`src/rtl/mod_counter_divider_if.sv`:
```
// mod_counter_divider_if: control and status bundle for mod_counter_divider.
// The grayOut signal exists only when MODCNT_GRAY_EN is defined.
interface mod_counter_divider_if #(
  parameter int WIDTH = 4
);
  logic             enable;
  logic             up;
  logic             load;
  logic [WIDTH-1:0] loadValue;
  logic [WIDTH-1:0] counterOut;
  logic             terminal;
  logic             divOut;
`ifdef MODCNT_GRAY_EN
  logic [WIDTH-1:0] grayOut;

  modport master (
    output enable, up, load, loadValue,
    input  counterOut, terminal, divOut, grayOut
  );

  modport slave (
    input  enable, up, load, loadValue,
    output counterOut, terminal, divOut, grayOut
  );
`else
  modport master (
    output enable, up, load, loadValue,
    input  counterOut, terminal, divOut
  );

  modport slave (
    input  enable, up, load, loadValue,
    output counterOut, terminal, divOut
  );
`endif
endinterface

```
`src/rtl/mod_counter_divider.sv`:
```
// mod_counter_divider: up/down modulo-MODULUS counter with parallel load,
// a one-cycle terminal pulse after every wrap and a divide-by-2*MODULUS
// square wave that toggles on each wrap.
// Optional feature macro: MODCNT_GRAY_EN adds a registered Gray-coded count.
module mod_counter_divider #(
  parameter int WIDTH   = 4,
  parameter int MODULUS = 10
) (
  input  logic                 clock,
  input  logic                 reset,
  mod_counter_divider_if.slave bus
);

  // Reject moduli that cannot be represented or make no sense.
  if (MODULUS < 2 || MODULUS > (2 ** WIDTH)) begin : g_bad_modulus
    $error("mod_counter_divider: MODULUS must lie in 2..2**WIDTH");
  end

  localparam logic [WIDTH-1:0] MAX_CNT = WIDTH'(MODULUS - 1);
  localparam logic [WIDTH:0]   MOD_EXT = (WIDTH + 1)'(MODULUS);

  logic [WIDTH-1:0] cnt_q, cnt_d;
  logic             term_q, term_d;
  logic             div_q, div_d;
  logic             wrap;

  // Next count: load beats enable; only the count boundaries are wraps.
  always_comb begin
    cnt_d = cnt_q;
    wrap  = 1'b0;
    if (bus.load) begin
      cnt_d = ({1'b0, bus.loadValue} < MOD_EXT) ? bus.loadValue : MAX_CNT;
    end else if (bus.enable) begin
      if (bus.up) begin
        if (cnt_q == MAX_CNT) begin
          cnt_d = '0;
          wrap  = 1'b1;
        end else begin
          cnt_d = cnt_q + 1'b1;
        end
      end else begin
        if (cnt_q == '0) begin
          cnt_d = MAX_CNT;
          wrap  = 1'b1;
        end else begin
          cnt_d = cnt_q - 1'b1;
        end
      end
    end
    term_d = wrap;
    div_d  = div_q ^ wrap;
  end

  // State registers; reset clears everything and drops any pending wrap.
  always_ff @(posedge clock) begin
    if (reset) begin
      cnt_q  <= '0;
      term_q <= 1'b0;
      div_q  <= 1'b0;
    end else begin
      cnt_q  <= cnt_d;
      term_q <= term_d;
      div_q  <= div_d;
    end
  end

  assign bus.counterOut = cnt_q;
  assign bus.terminal   = term_q;
  assign bus.divOut     = div_q;

`ifdef MODCNT_GRAY_EN
  logic [WIDTH-1:0] gray_q;

  // Gray code derived from the next count so it tracks counterOut exactly.
  always_ff @(posedge clock) begin
    if (reset) begin
      gray_q <= '0;
    end else begin
      gray_q <= cnt_d ^ (cnt_d >> 1);
    end
  end

  assign bus.grayOut = gray_q;
`endif

endmodule

```
`src/flat_wrapper.sv`:
```
// flat-port wrapper written by rule: the top's interface ports become plain ports
module mod_counter_divider_flat 
#(
  parameter int WIDTH   = 4,
  parameter int MODULUS = 10
)
  (clock, reset, bus_enable, bus_up, bus_load, bus_loadValue, bus_counterOut, bus_terminal, bus_divOut);
  mod_counter_divider_if #(.WIDTH(WIDTH)) bus_i ();
  input  logic clock;
  input  logic reset;
  input wire logic [$bits(bus_i.enable)-1:0] bus_enable;
  input wire logic [$bits(bus_i.up)-1:0] bus_up;
  input wire logic [$bits(bus_i.load)-1:0] bus_load;
  input wire logic [$bits(bus_i.loadValue)-1:0] bus_loadValue;
  output wire logic [$bits(bus_i.counterOut)-1:0] bus_counterOut;
  output wire logic [$bits(bus_i.terminal)-1:0] bus_terminal;
  output wire logic [$bits(bus_i.divOut)-1:0] bus_divOut;
  assign bus_i.enable = bus_enable;
  assign bus_i.up = bus_up;
  assign bus_i.load = bus_load;
  assign bus_i.loadValue = bus_loadValue;
  assign bus_counterOut = bus_i.counterOut;
  assign bus_terminal = bus_i.terminal;
  assign bus_divOut = bus_i.divOut;
  mod_counter_divider #(.WIDTH(WIDTH), .MODULUS(MODULUS)) u_core (.clock(clock), .reset(reset), .bus(bus_i));
endmodule
```
`config.mk`:
```
export PLATFORM = sky130hd
export DESIGN_NAME = mod_counter_divider_flat
export DESIGN_NICKNAME = d
export VERILOG_FILES = /design/src/rtl/mod_counter_divider_if.sv /design/src/rtl/mod_counter_divider.sv /design/src/flat_wrapper.sv
export SDC_FILE = /design/constraint.sdc
export NUM_CORES = 1
export LEC_CHECK = 0
export CAP_MARGIN = 40
export CORE_AREA = 3 3 40 42
export CTS_CLUSTER_DIAMETER = 60
export DETAILED_ROUTE_END_ITERATION = 8
export DIE_AREA = 0 0 43 45
export GPL_TIMING_DRIVEN = 0
export HOLD_SLACK_MARGIN = 0.03
export PLACE_DENSITY = 0.56
export SYNTH_ARGS = -nofsm -noshare
export SYNTH_HDL_FRONTEND = slang
export SYNTH_SLANG_ARGS = --single-unit
```
`constraint.sdc`:
```
create_clock -name clock -period 2.3 [get_ports clock]
set_input_delay 0.575 -clock clock [delete_from_list [all_inputs] [get_ports clock]]
set_output_delay 0.575 -clock clock [all_outputs]
set_load 0.02 [all_outputs]
```
Yosys cells after proc, flatten, opt, wreduce, memory -nomap -nowiden
Cells that the tools add are included.
- add/sub/neg operators: 2
- magnitude comparators: 1
- equality and inequality tests: 1
- muxes and demuxes: 11
- bitwise logic cells: 1
- reduce and logical (&&, ||, !) cells: 2
- operator list (cell ; number):
    $mux W4 ; 6
    $mux W1 ; 5
    $add A4 B1 Y4 const B ; 1
    $eq A4 B4 Y1 const B ; 1
    $logic_not A4 Y1 ; 1
    $lt A4 B4 Y1 const B ; 1
    $sub A4 B1 Y4 const B ; 1
    $reduce_bool A2 Y1 ; 1
    $xor A1 B1 Y1 ; 1
- register bits: 6
- input bits: 9
- output and inout port bits: 6
- logic and storage cells: 21

Depth between registers and ports, before layout
- word-level depth: 6
- gate-level depth with buffers: 5
- mapped depth without buffers: 4

Least setup slack after synthesis
OpenSTA, ideal clock, no wires.
- kind: input to register
- from: input port bus_up
- to: register u_core.cnt_q[2], in the netlist u_core.bus.counterOut[2]
- setup time: 103 ps
- arrival time: 1541 ps
- data required time: 2197 ps
- path slack: 656 ps
- cell stages on the path: 4
- path buffers: 0
- cells stage by stage: or4b_1 > a21oi_1 > a311oi_1 > a2111oi_2
- word-level cells in the longest chain between the ends: 3
- ends and longest elaborated chain (item ; RTL line ; source):
    start, declared ; flat_wrapper.sv:12 ; input wire logic [$bits(bus_i.up)-1:0] bus_up;
    $mux W4 ; mod_counter_divider.sv:34 ; if (bus.up) begin
    $mux W4 ; mod_counter_divider.sv:33 ; end else if (bus.enable) begin
    $mux W4 ; mod_counter_divider.sv:31 ; if (bus.load) begin
    end signal, assigned ; mod_counter_divider.sv:61 ; cnt_q <= cnt_d;
    end, declared ; mod_counter_divider.sv:22 ; logic [WIDTH-1:0] cnt_q, cnt_d;
No other way between the ends. The select of a mux whose other input is x is not followed.
A chain may end at the register's enable or synchronous reset.

Final worst setup path
Same ends and word-level chain as after synthesis.

==> reports/qor.yml <==
floorplan:
  rows: 13
  fp.coreArea_um2: 1280
  die_x_um: 43
  die_height_um: 45
  start_util_pct: 32.3
  io_pins: 15
  dieArea_um2: 1940
timing:
  hold_viol_final: 0
  fin_setup_tns_ps: 0
  clock_skew_ps: 6.58
  finalCritPeriodShare_pct: 85.8
  rsz0062_at_grt: "no"
  setup_violations: 0
  tightestPinTransition_ps: 332
  finalCriticalPeriod_ps: 1970
  slew_headroom_pct: 77.7
  slew_viol_final: 0
  max_freq_ghz: 0.507
setup_path:
  end_kind: "flip-flop"
  reg2reg_depth: 5
  worstPathRequired_ps: 2450
  worstSetupPathType: "primary input to flip-flop"
  cp_max_fo: 8
  crit_chain: "clkdlybuf4s50_1 > or4b_1 > a21oi_1 > a311oi_1 > a2111oi_2"
  start_kind: "primary input"
  cp.arrival_ps: 2120
  critPathSlowestCell: "clkdlybuf4s50_1"
  cpPeakStageDelay_ps: 500
cells_and_area:
  fin_util_pct: 46.4
  nets: 78
  synthToLayoutAreaGrowth_pct: 43.7
  insertedDiodeCount: 0
  fill_cells: 135
  drive_gt1_share_pct: 13.4
synth:
  synth-seq-area-share_pct: 28.9
  synthFlopType: "dfxtp_1"
  synth-seq-cells: 6
  synth_most_common_cell: "dfxtp_1"
  netlist_area_um2: 415
  synth.yosys.warnings: 0
  ys_types: 27
  mappedNetlistNets: 59
  synth.area.top_cells: "dfxtp_1, buf_6, o21ai_0"
  synth_top_cell_by_area: "dfxtp_1"
  synthMuxAreaShare_pct: 0
  avgSynthCellArea_um2: 8.31
  synth_cells: 50
  yosys.area.top_type_share_pct: 28.9
  synth_top_family_by_area: "simple AND/OR/NAND/NOR gates"
  synth_xor_area_share_pct: 6.33
  yosys.area_share.adder_pct: 0
  synth_edf_count: 0
  yosys-top-cells-count: "dfxtp_1, nor2_1, o21ai_0, inv_1, nand3_1"
  synthSimpleGateAreaFrac_pct: 27.7
  synth_compound_area_share_pct: 25.3
  async_flop_share_pct: 0
clock_network:
  post-cts-setup-buffer-count: 0
  cts.hold.buffers_added: 0
  cts_buffer_depth: 2
  cts_sinks: 6
  post_cts_resized: 0
  tritoncts: "yes"
  cts_inserted_buffers: 3
  cts_max_level: 1
  cts_root_buf: "clkbuf_4"
  clk_latency_ps: 250
  clk_pin_slew_ps: 50
routing:
  drc: 0
  vias: 406
  drt_iter0_drc: 2
  wire_per_inst_um: 11.3
  ant_nets: 0
  dr.pass1.iters: 4
  wirelength_um: 926
  route.detailed.vias_per_inst: 4.95
outcome:
  outcome: "completed"
min_path:
  worstHoldPathType: "flip-flop to flip-flop"
  whs_path_depth: 2
global_routing:
  grt_max_degree: 10
  antenna_found_initial: 0
  grt_pass1_vias: 356
  grt.overflow.total: 0
  grtUsageTotal_pct: 11.1
  grt_first_pass_wirelength_um: 1510
place:
  dpl.hpwl_um: 699
  gp_congestion: 0.802
  io_buffers: 14
job:
  drv_cap: 0
power:
  total_power_mw: 0.315
  ir_worst_vdd_uv: 395
  p_leak_nw: 0.218
  powerDensity_nw_per_um2: 528
-- cells by family (layout without fill, tap and decap cells) --
kind of cell              count (synthesis)  after routing
and+or+nand+nor                          21             21
AOI/OAI and AO/OA                        14             14
DFF                                       6              6
buffers and inverters                     6             23
xor gates and xnor gates                  3              3
-- state kept, by name, indices dropped and copies added (netlist names) --
register and count:
u_core.bus.terminal 1, u_core.bus.divOut 1, u_core.bus.counterOut 4
-- critical path, delay by kind of cell --
family / cells / cell delay [ps]
compound gates: 3 / 560
buf+inv: 1 / 500
simple gates: 1 / 490
-- worst paths after layout --
check	from	slack [ps]	end
hold / removal	u_core.bus.divOut	530	u_core.bus.divOut
hold reg to reg	u_core.bus.divOut	530	u_core.bus.divOut
setup reg to reg	u_core.bus.counterOut[0]	690	u_core.bus.counterOut[2]
setup / recovery	bus_up	330	u_core.bus.counterOut[2]
-- area by class of cell --
class / count / area [µm²] / area share (%)
sequential: 6 / 120 / 20.1
clock buffer: 3 / 22.5 / 3.77
multi-input combinational: 38 / 246 / 41.3
timing repair buffer: 14 / 140 / 23.5
inverter: 3 / 11.3 / 1.89
tap: 15 / 18.8 / 3.14
buffer: 3 / 37.5 / 6.29
-- per-stage QoR --
stage / instance area, µm² / hold WS, ps / setup slack (ps) / instances
after floorplan: 415 / 614 / 656 / 50
final: 597 / 528 / 326 / 82
after CTS: 597 / 526 / 331 / 82
after global placement: 574 / 513 / 63.5 / 79
after global routing: 597 / 578 / 239 / 82
after detailed placement: 574 / 499 / 70.0 / 79
-- cells in the final DEF, fill, tap and decap left out, types with 2 or more instances in the layout --
cell / instances
dfxtp_1: 6
o21ai_0: 4
nand2_1: 2
nand2b_1: 2
a311oi_1: 2
buf_6: 2
nand3_1: 3
a21oi_1: 2
or3_1: 2
inv_1: 3
clkbuf_4: 3
clkdlybuf4s50_1: 14
nor2_1: 5
xor2_1: 2
-- power breakdown --
part	internal (mW)	total (mW)	leakage, nW	switching, mW
Sequential	0.112	0.119	0.0494	0.00680
Clock	0.0592	0.100	0.0138	0.0408
Combinational	0.0515	0.0963	0.155	0.0448
Total	0.222	0.315	0.218	0.0924
-- metal layers --
layer	wire [µm]	vias up	track usage, %
li1	-	220	-
met1	451	172	14.0
met2	401	14	15.3
met3	72	0	7.17
met4	0	0	3.61
met5	0	-	0
Note: power is estimated with default switching activity, not from simulation.
